[config.mk]
export PLATFORM = sky130hd
export DESIGN_NAME = sram_controller_pmu_req
export DESIGN_NICKNAME = d
export VERILOG_FILES = /design/src/rtl/sram_controller_pmu_req.sv
export SDC_FILE = /design/constraint.sdc
export NUM_CORES = 1
export LEC_CHECK = 0
export ABC_AREA = 1
export CELL_PAD_IN_SITES_DETAIL_PLACEMENT = 0
export CELL_PAD_IN_SITES_GLOBAL_PLACEMENT = 1
export CORE_ASPECT_RATIO = 1.25
export CORE_MARGIN = 2
export CORE_UTILIZATION = 43
export DETAILED_ROUTE_END_ITERATION = 10
export PLACE_DENSITY_LB_ADDON = 0.1
export REMOVE_ABC_BUFFERS = 1
export SYNTH_ARGS = -nofsm -noshare
export SYNTH_HDL_FRONTEND = slang
export SYNTH_SLANG_ARGS = --single-unit
[constraint.sdc]
create_clock -name clk -period 5.6 [get_ports clk]
set_clock_uncertainty 0.15 [all_clocks]
set_input_delay 0.84 -clock clk [delete_from_list [all_inputs] [get_ports clk]]
set_output_delay 0.84 -clock clk [all_outputs]
set_load 0.01 [all_outputs]
[src/rtl/sram_controller_pmu_req.sv]
// PMU-side initiator for the SRAM power-state handshake (sleep/wake requests).
// Ports: clk, reset_n (async low); cmd_valid/cmd_op/cmd_ready command channel;
//   fsm_state (controller state), bus_active; pwr_save_req/pwr_restore_req
//   level requests; busy, done, err_timeout pulses, err_sticky/err_clr.
// Optional macro SRAM_PMU_AUTO_SLEEP_EN adds an idle counter that issues an
//   internal sleep command after IDLE_CYCLES idle bus cycles.
module sram_controller_pmu_req #(
   parameter int TIMEOUT_CYCLES = 1024,
   parameter int CNT_W          = 16,
   parameter int IDLE_CYCLES    = 4096
) (
   input  logic       clk,
   input  logic       reset_n,
   input  logic       cmd_valid,
   input  logic       cmd_op,
   output logic       cmd_ready,
   input  logic [1:0] fsm_state,
   input  logic       bus_active,
   output logic       pwr_save_req,
   output logic       pwr_restore_req,
   output logic       busy,
   output logic       done,
   output logic       err_timeout,
   output logic       err_sticky,
   input  logic       err_clr
);

   localparam logic [1:0] S_IDLE = 2'b00;
   localparam logic [1:0] S_SAVE = 2'b01;
   localparam logic [1:0] S_REST = 2'b10;
   localparam logic [1:0] S_REL  = 2'b11;

   localparam logic [1:0] FS_ACTIVE = 2'b00;
   localparam logic [1:0] FS_SLEEP  = 2'b01;
   localparam logic [1:0] FS_BAD    = 2'b11;

   localparam logic [CNT_W-1:0] TMO_LAST = CNT_W'(TIMEOUT_CYCLES - 1);

   logic [1:0]       r_state;
   logic [1:0]       w_state_nx;
   logic [CNT_W-1:0] r_cnt;
   logic [CNT_W-1:0] w_cnt_nx;
   logic             r_done;
   logic             r_err;
   logic             r_sticky;
   logic             w_done_nx;
   logic             w_err_nx;
   logic             w_go;
   logic             w_op;
   logic             w_auto;
   logic [1:0]       w_target;

`ifdef SRAM_PMU_AUTO_SLEEP_EN
   localparam logic [CNT_W-1:0] IDLE_LAST = CNT_W'(IDLE_CYCLES - 1);

   logic [CNT_W-1:0] r_idle_cnt;
   logic             w_idle_ok;

   // An external command in the same cycle wins and restarts the count.
   assign w_idle_ok = (r_state == S_IDLE) && (fsm_state == FS_ACTIVE) &&
                      !bus_active && !cmd_valid;
   assign w_auto    = w_idle_ok && (r_idle_cnt == IDLE_LAST);

   always_ff @(posedge clk or negedge reset_n) begin
      if (!reset_n) begin
         r_idle_cnt <= '0;
      end else if (!w_idle_ok || w_auto) begin
         r_idle_cnt <= '0;
      end else begin
         r_idle_cnt <= r_idle_cnt + CNT_W'(1);
      end
   end
`else
   logic w_unused;

   assign w_auto   = 1'b0;
   assign w_unused = bus_active ^ (IDLE_CYCLES == 0);
`endif

   assign w_go     = (r_state == S_IDLE) && (cmd_valid || w_auto);
   assign w_op     = cmd_valid ? cmd_op : 1'b1;
   assign w_target = (r_state == S_SAVE) ? FS_SLEEP : FS_ACTIVE;

   always_comb begin
      w_state_nx = r_state;
      w_cnt_nx   = r_cnt;
      w_done_nx  = 1'b0;
      w_err_nx   = 1'b0;
      unique case (r_state)
         S_IDLE: begin
            if (w_go) begin
               w_cnt_nx = '0;
               // Already in the requested state: complete without a request.
               if (w_op ? (fsm_state == FS_SLEEP) : (fsm_state == FS_ACTIVE)) begin
                  w_state_nx = S_REL;
                  w_done_nx  = 1'b1;
               end else begin
                  w_state_nx = w_op ? S_SAVE : S_REST;
               end
            end
         end
         S_SAVE, S_REST: begin
            if (fsm_state == FS_BAD) begin
               w_state_nx = S_REL;
               w_err_nx   = 1'b1;
            end else if (fsm_state == w_target) begin
               w_state_nx = S_REL;
               w_done_nx  = 1'b1;
            end else if (r_cnt == TMO_LAST) begin
               w_state_nx = S_REL;
               w_err_nx   = 1'b1;
            end else if (r_cnt != '1) begin
               w_cnt_nx = r_cnt + CNT_W'(1);
            end
         end
         default: begin
            w_state_nx = S_IDLE;
         end
      endcase
   end

   always_ff @(posedge clk or negedge reset_n) begin
      if (!reset_n) begin
         r_state  <= S_IDLE;
         r_cnt    <= '0;
         r_done   <= 1'b0;
         r_err    <= 1'b0;
         r_sticky <= 1'b0;
      end else begin
         r_state <= w_state_nx;
         r_cnt   <= w_cnt_nx;
         r_done  <= w_done_nx;
         r_err   <= w_err_nx;
         // A new abort beats a simultaneous clear.
         if (w_err_nx) begin
            r_sticky <= 1'b1;
         end else if (err_clr) begin
            r_sticky <= 1'b0;
         end
      end
   end

   assign pwr_save_req    = (r_state == S_SAVE);
   assign pwr_restore_req = (r_state == S_REST);
   assign busy            = (r_state != S_IDLE);
   assign cmd_ready       = (r_state == S_IDLE);
   assign done            = r_done;
   assign err_timeout     = r_err;
   assign err_sticky      = r_sticky;

endmodule

### Yosys cells after proc, flatten, opt, wreduce, memory -nomap -nowiden

Cells that the tools add are included.

* bits in latches: 0
* memories: 0
* bits in writable memories: 0
* word-level logic and storage cells: 55
* input bits: 8
* output and inout bits: 7
* bits in registers: 21
* ROM bits: 0

* magnitude comparators: 0
* mux-type cells: 27
* div/mod/pow operators: 0
* reduce and logical (&&, ||, !) cells: 9
* $mul: 0
* shift-type cells: 0
* equality and inequality tests: 13
* bitwise gates (word level): 0
* $add $sub $neg: 1

Operators with widths (number)
* two-way mux 16 bit: 5
* one-hot mux 16 bit (2 select lines): 1
* adder 16 x 1 -> 16 bit, second input constant: 1
* equality test 16 x 10 -> 1 bit, second input constant: 1
* != test 16 bit, second input constant: 1
* two-way mux 1 bit: 13
* two-way mux 2 bit: 6
* != test 2 bit, second input constant: 4
* AND reduction 6 bit: 1
* nonzero test 2 bit: 3
* equality test 2 x 1 -> 1 bit, second input constant: 2
* equality test 2 bit, second input constant: 2
* zero test 2 bit: 2
* != test 4 bit, second input constant: 1
* one-hot mux 2 bit (2 select lines): 1
* equality test 2 x 1 -> 1 bit: 1
* != test 2 x 1 -> 1 bit, second input constant: 1
* one-hot mux 1 bit (2 select lines): 1
* AND reduction 2 bit: 1
* OR reduction 2 bit: 1
* logical AND 1 bit: 1

### Logic depth before layout (Yosys ltp)

* depth after elaboration: 7
* mapped depth: 11
* mapped depth without buffers: 10

### Least setup slack after synthesis

OpenSTA, ideal clock, no wires.

* path type: input to register
* start: input cmd_valid
* end: register r_cnt[10]
* setup time: 0.065 ns
* arrival: 1.713 ns
* required time: 5.385 ns
* stages on the path: 9
* buffers on the path: 1
* setup slack: 3.672 ns
* path through: inv_1 > nand2_1 > nand3b_1 > a21oi_4 > nand2_2 > nor2_4 > buf_8 > nand2_1 > nand2_1

* word-level cells in the longest chain between the ends: 3

RTL lines
* start, declared: line 14 `input logic cmd_valid,`
* logical AND 1 bit: line 80 `assign w_go = (r_state == S_IDLE) && (cmd_valid || w_auto);`
* != test 2 x 1 -> 1 bit (no source line)
* AND reduction 6 bit (no source line)
* end signal, assigned: line 131 `r_cnt <= w_cnt_nx;`
* end, declared: line 41 `logic [CNT_W-1:0] r_cnt;`

Every way passes these cells.
A chain may end at the register's enable or synchronous reset.

### Final worst setup path

* start: register r_state[0]
* end: output busy

* word-level cells in the longest chain between the ends: 1

RTL lines
* start, declared: line 39 `logic [1:0] r_state;`
* start signal, assigned: line 130 `r_state <= w_state_nx;`
* nonzero test 2 bit: line 145 `assign busy = (r_state != S_IDLE);`
* end, declared: line 21 `output logic busy,`

Every way passes these cells.

==> results.ini <==
[critical_path]
cp_num_buf_inv=3
criticalPathCategory=reg2out
cpMostUsedCell=inv_1
worstPathRequired_ps=4610
endpoint_kind=primary output
crit_path_start_kind=flop
crit_family=buffers and inverters
max_stage_delay_ps=530
path_cells=inv_1 > ha_1 > inv_1 > clkdlybuf4s50_1
slowest_stage=clkdlybuf4s50_1
crit_fanout=5
cp_data_arrival_time_ps=1590

[detailed_routing]
firstDrtPassIters=6
viasPerCell=5.07
ant_nets=0
drc=0
drtIter0Drc=66
wl_um=3370
wl_per_cell_um=12.2
num_vias=1398

[power_and_ir_drop]
vdd_ir_drop_max_mv=0.448
cellPowerDensity_nw_per_um2=415
switching_share_pct=47.2
comb_power_share_pct=57.0
seq_power_share_pct=28.5
power.switching_mw=0.333
p_int_mw=0.372
p_leak_nw=0.813
p_clk_share_pct=14.5

[clock_network]
h-tree-depth=1
cts_tree=yes
clkSlewWorstSetupHoldPaths_ps=80
cts_buffer_depth=2
cts_hold_buf=0
root_buffer=clkbuf_8
clk_latency_ps=260
numCtsBuffers=3
clock-sinks=21
post_cts_buffers=0
cts_resized=0

[synthesis]
synth_top_area_cell=dfrtp_1
async_flop_share_pct=100
ys_seq_area_share_pct=34.6
yosysMostFrequentCell=nand2_1
synth_edf_count=0
synth_cells=224
syn_area_per_cell_um2=6.79
synth_area_um2=1520
synth_top_cell_area_share_pct=34.6
synth_area_leaders=dfrtp_1 (35%), nand2_1 (22%), nor2_1 (8.6%)
synth_common_cells=nand2_1 (90), nor2_1 (35), dfrtp_1 (21), inv_1 (15)
synthDistinctLibCells=29
ys_warn_count=0
synth_seq_cells=21
synth_flop_cell=dfrtp_1

[sta]
worst_pin_slew_ps=1020
clock.fmax_mhz=388
slew-limit-headroom_pct=31.5
layout_min_cycle_time_ps=2580
slew_viol_final=0
post-route-period-util_pct=46.1
setup_tns_ps=0
hold_violations=0
setup_viol=0
rsz0062_at_grt=no
fin_ws_ps=3020

[finish]
insertedDiodeCount=0
nFillCells=378
drive_gt1_share_pct=8.44
nets=251
syn_to_final_growth_pct=11.9

[floorplan]
initial_core_util_pct=44.4
die_area_um2=4030
die_y_um=70.5
coreArea_um2=3420
ios=15
die_w_um=57.2
std_cell_rows=24

[worst_hold_path]
min_path_type=reg2reg

[global_route]
antenna_found_initial=0
first_global_vias=1361
grt_pass1_wl_um=5900
grtUsageTotal_pct=18.7
grt_start_max_net_pins=22
grt_overflow_total=0

[run_status]
outcome=finished clean

[flow_run]
drv_cap=0

[place]
pre_cts_ws_ps=2900
io_buffers=13
gp_congestion=0.816
hpwl_um=2470

-- metal layers --
metal	share of wire (%)	routed length, um	track usage [%]
met5	0	0	0
met4	1.4	46	6.98
met3	3.6	121	2.59
met2	52	1750	34.1
met1	43	1450	21.4
-- cells in the final DEF (no fill, tap or decap), drive strengths merged --
cell,count
dfrtp,21
o21ai,7
ha,5
nand3,13
o211ai,1
nor2,38
nor3b,1
inv,15
o21a,1
clkinv,2
nor3,2
nand2,97
clkbuf,4
nand4,3
a31oi,2
a21oi,10
o21bai,1
clkdlybuf4s50,13
nand3b,1
-- worst reg2reg max path, cell delays in order (launching register included) --
cell      delay (ps)
dfrtp_1          410
inv_1             80
ha_1             610
nand3_1          270
nand3b_1         160
a21oi_4          190
nand2_2           90
nor2_4           350
nand2_1          110
nand2_1           70
-- cells by family after synthesis --
group | after synthesis | share of synthesized area [%]
buffers and inverters | 21 | 7.16
AO/OA/AOI/OAI | 22 | 8.64
AND/OR/NAND/NOR | 155 | 45.5
adder cells (fa/ha/maj) | 5 | 4.12
flip-flops | 21 | 34.6
-- metrics by stage --
step / util (%) / power, mW / hold slack [ps] / area [um2] / std cells
final: 49.7 / 0.705 / 358 / 1700 / 276
after floorplan: - / 0.477 / 340 / 1480 / 220
after global placement: 48.4 / 0.600 / 339 / 1660 / 272
after CTS: 49.7 / 0.715 / 370 / 1700 / 276
after detailed placement: 48.4 / 0.612 / 351 / 1660 / 272
after global routing: 49.7 / 0.765 / 417 / 1700 / 276
-- worst paths after layout --
| path | startpoint | endpoint | slack (ps) | cells past startpoint |
|---|---|---|---|---|
| worst min-delay path | err_sticky$_DFFE_PN0P_ | err_sticky$_DFFE_PN0P_ | 360 | 2 |
| worst max register to register | r_state[0]$_DFFE_PN0P_ | r_cnt[12]$_DFFE_PN0P_ | 3050 | 9 |
| max in group asynchronous | reset_n | r_cnt[3]$_DFFE_PN0P_ | 3700 | 1 |
| worst max-delay path | r_state[0]$_DFFE_PN0P_ | busy | 3020 | 4 |
| min in group asynchronous | reset_n | r_cnt[6]$_DFFE_PN0P_ | 990 | 1 |
| worst min register to register | err_sticky$_DFFE_PN0P_ | err_sticky$_DFFE_PN0P_ | 360 | 2 |
-- area by class of cell --
| type | instances | area (um2) | share of cell area (%) |
|---|---|---|---|
| tap | 39 | 48.8 | 2.87 |
| sequential | 21 | 526 | 30.9 |
| timing repair buffer | 13 | 130 | 7.65 |
| inverter | 17 | 65.1 | 3.83 |
| clock buffer | 4 | 45.0 | 2.65 |
| multi-input combinational | 182 | 886 | 52.1 |
-- power by group through the flow --
stage / Clock (mW) / Sequential (mW) / Combinational [mW]
after CTS: 0.106 / 0.202 / 0.408
after detailed placement: 0 / 0.204 / 0.408
after global placement: 0 / 0.203 / 0.398
after global routing: 0.111 / 0.206 / 0.447
after floorplan: 0 / 0.204 / 0.273
final: 0.102 / 0.201 / 0.402
-- registers in the layout (all words and copies together) (netlist names) --
| signal | flops |
|---|---|
| err_sticky | 1 |
| r_state | 2 |
| done | 1 |
| err_timeout | 1 |
| r_cnt | 16 |
(Power assumes the default switching activity.)
